<file path="src/rtl/mem_port_arbiter.sv">
// mem_port_arbiter
//   Shares the single unified memory port between the IF stage (loads only)
//   and the MEM stage (loads and stores). A granted access is held on the bus
//   for MEM_LAT cycles, then the owner's done pulses for one cycle and read data
//   is passed through. Stalls are asserted while a request has not completed.
//
//   Optional feature: define ARB_RR_EN to break IF/DMEM ties round-robin
//   against last_grant. When it is undefined, DMEM always wins a tie.
//
// Parameters:
//   MEM_LAT  memory latency in cycles (1..15)
//   CNT_W    latency counter width (2**CNT_W > MEM_LAT)
// Ports:
//   clk, rst                 clock, synchronous active-high reset
//   if_req, if_addr          fetch request and address
//   if_done, if_rdata        fetch completion pulse and instruction
//   if_stall                 if_req & ~if_done
//   dmem_command/addr/wdata  data request (00 none, 01 load, 10 store)
//   dmem_done, dmem_rdata    data completion pulse and load data
//   dmem_stall               request pending & ~dmem_done
//   proc2mem_command/addr/data  memory bus, zero/none when idle
//   mem2proc_data            memory read data, valid in the last access cycle
//   grant_owner              00 idle, 01 IF, 10 DMEM
module mem_port_arbiter #(
  parameter int unsigned MEM_LAT = 2,
  parameter int unsigned CNT_W   = 4
) (
  input  logic        clk,
  input  logic        rst,
  input  logic        if_req,
  input  logic [31:0] if_addr,
  output logic        if_done,
  output logic [31:0] if_rdata,
  output logic        if_stall,
  input  logic [1:0]  dmem_command,
  input  logic [31:0] dmem_addr,
  input  logic [31:0] dmem_wdata,
  output logic        dmem_done,
  output logic [31:0] dmem_rdata,
  output logic        dmem_stall,
  output logic [1:0]  proc2mem_command,
  output logic [31:0] proc2mem_addr,
  output logic [31:0] proc2mem_data,
  input  logic [31:0] mem2proc_data,
  output logic [1:0]  grant_owner
);

  localparam logic [1:0] BUS_NONE  = 2'b00;
  localparam logic [1:0] BUS_LOAD  = 2'b01;
  localparam logic [1:0] OWN_NONE  = 2'b00;
  localparam logic [1:0] OWN_IF    = 2'b01;
  localparam logic [1:0] OWN_DMEM  = 2'b10;

  typedef enum logic [1:0] {
    IDLE   = 2'b00,
    BUSY_I = 2'b01,
    BUSY_D = 2'b10
  } state_t;

  state_t           state;
  logic [CNT_W-1:0] cnt;
  logic             d_req;
  logic             pick_d;
  logic             pick_i;
  logic             last_cycle;

`ifdef ARB_RR_EN
  logic [1:0] last_grant;
`endif

  // Arbitration decision, only acted on while IDLE.
  always_comb begin
    d_req  = (dmem_command != BUS_NONE);
`ifdef ARB_RR_EN
    // On a tie DMEM wins only if IF was the previous owner.
    pick_d = d_req & (~if_req | (last_grant == OWN_IF));
`else
    pick_d = d_req;
`endif
    pick_i = if_req & ~pick_d;
  end

  // The holding registers are the bus outputs; they are cleared on the way
  // back to IDLE so the bus reads BUS_NONE/0 whenever the FSM is idle.
  always_ff @(posedge clk) begin
    if (rst) begin
      state            <= IDLE;
      cnt              <= '0;
      proc2mem_command <= BUS_NONE;
      proc2mem_addr    <= '0;
      proc2mem_data    <= '0;
      grant_owner      <= OWN_NONE;
`ifdef ARB_RR_EN
      last_grant       <= OWN_IF;
`endif
    end else begin
      case (state)
        IDLE: begin
          if (pick_d) begin
            state            <= BUSY_D;
            cnt              <= CNT_W'(MEM_LAT - 1);
            proc2mem_command <= dmem_command;
            proc2mem_addr    <= dmem_addr;
            proc2mem_data    <= dmem_wdata;
            grant_owner      <= OWN_DMEM;
`ifdef ARB_RR_EN
            last_grant       <= OWN_DMEM;
`endif
          end else if (pick_i) begin
            state            <= BUSY_I;
            cnt              <= CNT_W'(MEM_LAT - 1);
            proc2mem_command <= BUS_LOAD;
            proc2mem_addr    <= if_addr;
            proc2mem_data    <= '0;
            grant_owner      <= OWN_IF;
`ifdef ARB_RR_EN
            last_grant       <= OWN_IF;
`endif
          end
        end
        BUSY_I, BUSY_D: begin
          if (cnt == '0) begin
            state            <= IDLE;
            proc2mem_command <= BUS_NONE;
            proc2mem_addr    <= '0;
            proc2mem_data    <= '0;
            grant_owner      <= OWN_NONE;
          end else begin
            cnt <= cnt - CNT_W'(1);
          end
        end
        default: state <= IDLE;
      endcase
    end
  end

  always_comb begin
    last_cycle = (cnt == '0);
    if_done    = (state == BUSY_I) && last_cycle;
    dmem_done  = (state == BUSY_D) && last_cycle;
    if_rdata   = if_done ? mem2proc_data : '0;
    dmem_rdata = (dmem_done && (proc2mem_command == BUS_LOAD)) ? mem2proc_data : '0;
    if_stall   = if_req & ~if_done;
    dmem_stall = d_req & ~dmem_done;
  end

endmodule

</file>
<file path="config.mk">
export PLATFORM = sky130hd
export DESIGN_NAME = mem_port_arbiter
export DESIGN_NICKNAME = d
export VERILOG_FILES = /design/src/rtl/mem_port_arbiter.sv
export SDC_FILE = /design/constraint.sdc
export NUM_CORES = 1
export LEC_CHECK = 0
export BUFFER_PORTS_ARGS = -buffer_cell sky130_fd_sc_hd__buf_2
export CORE_MARGIN = 1
export CORE_UTILIZATION = 30
export CTS_CLUSTER_SIZE = 30
export DETAILED_ROUTE_END_ITERATION = 16
export HOLD_SLACK_MARGIN = 0.03
export RECOVER_POWER = 50
export SYNTH_ARGS = -nofsm -noshare
export SYNTH_HDL_FRONTEND = slang
export SYNTH_SLANG_ARGS = --single-unit
</file>
<file path="constraint.sdc">
create_clock -name clk -period 2.85 [get_ports clk]
set_input_delay 0.1425 -clock clk [delete_from_list [all_inputs] [get_ports clk]]
set_output_delay 0.1425 -clock clk [all_outputs]
set_load 0.03 [all_outputs]
</file>
==> qor.csv <==
metric,value,unit
final core occ,46.6,%
crit-path max cell delay,0.72,ns
Worst Tran Pin Value,1.02,ns
TritonCTS Buffers,9,
Max VDD drop,0.000555,V
Post-DRT Antenna Nets,0,
first-pass GRT wire length,19600,um
slew margin rel.,31.6,%
RSZ-0062 raised after global routing,no,
Non-Filler Instances,886,
Core Region,0.0127,mm^2
die width,116,um
layout cells sized above 1,31.9,%
# rows,41,
Compound-Gate Fraction of Synth Area,22.9,%
skew final,0.00592,ns
final hold vios,0,
main combinational cell family by area after synthesis,simple AND/OR/NAND/NOR gates,
Die Height,116,um
Initial Util,31.0,%
DIE AREA,0.0135,mm^2
total negative slack,0,ns
final hold slack,0.0335,ns
synthesized area per cell,8.98,um^2
"Power, Total",6.08,mW
Final Slew Violations,0,
minimum clock period,2.44,ns
GR Layer Usage met2,36.7,%
WL/cell,15.0,um
Ports,269,
critical path class,reg2out,
Tot GR Track Use,18.7,%
YS warnings,0,
cell count after synthesis,437,
gr busiest metal,met2,
"critical path, cell by cell",inv_1 -> ha_1 -> nor3b_2 -> and4b_1 -> and2_1 -> buf_2,
PD cells,1030,mW/mm^2
CP max FO,32,
gpl congestion,0.779,
mux contribution to synthesized area,8.16,%
post-DR vias/cell,4.98,
met1 GRT Util,18.5,%
maxcap violations,0,
Cells after DPL,838,
largest net degree at the start of global routing,65,
final setup vio count,0,
post-layout instance area,0.00591,mm^2
Area growth syn-to-layout,50.5,%
CTS tree,built,
Synth Area in XOR/XNOR,0,%
CP max stage cell,and4b_1,
#FFs+latches synth,74,
dpl cell area,0.00535,mm^2
Placement Setup Slack,0.692,ns
vias in the first global route,4068,
PortBufs,268,
Setup Buffers After CTS,0,
Adder-Cell Fraction of Synth Area,1.59,%
Leakage Power,2.75,nW
H-tree depth,3,
Routed WL,13200,um
Synthesized Nets,575,
period utilization,85.7,%
data required time of the worst path,2.71,ns
worst path bufs/invs,2,
Worst-Skew Late Latency,0.33,ns
fin worst setup slack,0.408,ns
Worst setup SP type,flop,
Iter 0 DRT Violations,167,
Worst Hold Class,in2reg,
root buf cell,clkbuf_16,
TritonCTS sink count,74,
maximum buffer depth of the clock tree,2,
Clock Pin Slew Worst Setup and Hold Paths,0.06,ns
# DRC,0,
crit-path leading delay family,simple AND/OR/NAND/NOR gates,
Max Fclk,410,MHz
gr ovfl total,0,
post-synthesis sequential area ratio,37.8,%
final net count,844,
drt pass-1 iters,4,
DP HPWL,9450,um
CP arrival,2.30,ns
status,completed,
met3 usage,4.36,%
post-synthesis cell type count,44,
initial antenna violation count,3,
DR vias,4410,
Synth Area in Simple Gates,23.5,%
critical path endpoint category,output port,
Post-Syn Area,0.00392,mm^2
## area by class of cell
| class | count | area (um^2) |
|---|---|---|
| Clock inverter | 6 | 138 |
| Clock buffer | 10 | 229 |
| Fill cell | 1278 | 6760 |
| Multi-Input combinational cell | 308 | 2200 |
| Timing Repair Buffer | 305 | 1600 |
| Tap cell | 172 | 215 |
| Inverter | 8 | 30.0 |
| Antenna cell | 3 | 7.51 |
| Sequential cell | 74 | 1480 |
## timing repair
item / CTS / global route
hold endpoints to repair: 29 / 0
hold buffers: 29 / 0
gates resized for setup: 0 / 0
## worst register-to-register path, stage by stage, from the launching register on
cell	delay, ns
dfxtp_1	0.31
inv_1	0.10
ha_1	0.28
nor4b_1	0.71
a211o_2	0.22
buf_4	0.46
mux2i_1	0.28
## power breakdown
group	switching [mW]	total (mW)	leakage [nW]	internal, mW
Sequential	0.202	1.61	0.607	1.41
Combinational	2.12	3.07	1.97	0.949
Clock	0.448	1.40	0.177	0.949
## per-layer routing
| layer | vias up | routed length (um) | share of wire [%] |
|---|---|---|---|
| met1 | 2062 | 4870 | 37 |
| met4 | 0 | 367 | 2.8 |
| li1 | 2140 | - | - |
| met3 | 31 | 818 | 6.2 |
| met2 | 177 | 7200 | 54 |
| met5 | - | 0 | 0 |
## cells by family after synthesis
family,Yosys count
AND/OR/NAND/NOR,153
buffers and inverters,55
flip-flops,74
AO/OA/AOI/OAI,118
multiplexers,32
adder cells (fa/ha/maj),5
## layout by cell type, fill, tap and decap left out, types with 32 or more instances in the layout
master	instances
a32o_1	33
dfxtp_1	74
and3_1	32
and2_1	34
clkbuf_1	72
buf_2	197
o21ai_0	33
o21a_1	32
mux2i_1	32
nor3b_1	33
nand2_1	33
## cells in the mapped netlist, drive strengths merged
master	count	share of area, %
dfxtp	74	38
and2	34	5.4
nor3b	34	6.6
a32o	33	8.4
clkbuf	33	3.2
nand2	33	3.2
o21ai	33	4.2
and3	32	5.1
mux2i	32	8.2
o21a	32	6.1
buf	14	2.2
inv	8	0.77
nor2	7	0.67
ha	5	1.6
a211oi	3	0.57
nor2b	3	0.48
a21oi	2	0.26
a31o	2	0.45
o31ai	2	0.38
a2111o	1	0.29
a211o	1	0.22
a22o	1	0.22
a22oi	1	0.19
a2bb2oi	1	0.22
and4b	1	0.26
nand2b	1	0.16
nand3	1	0.13
nand4	1	0.16
nor3	1	0.13
nor4b	1	0.38
o2111ai	1	0.22
o211ai	1	0.19
o311ai	1	0.22
o31a	1	0.22
o32ai	1	0.22
o41ai	1	0.22
or2	1	0.16
or3	1	0.16
or3b	1	0.22
or4b	1	0.26
## worst paths after layout
| kind | start | endpoint | slack, ns | depth (start not counted) |
|---|---|---|---|---|
| max | cnt[0] | dmem_rdata[17] | 0.41 | 6 |
| min reg2reg | proc2mem_addr[24] | proc2mem_addr[24] | 0.46 | 2 |
| max reg2reg | state[0] | proc2mem_addr[27] | 0.42 | 6 |
| min | dmem_wdata[12] | proc2mem_data[12] | 0.03 | 2 |
## sequential cells by signal, summed over array words and instances (netlist names)
register	count
proc2mem_data	32
proc2mem_command	2
grant_owner	2
cnt	4
state	2
proc2mem_addr	32
Power figures use the tool's default switching activity.
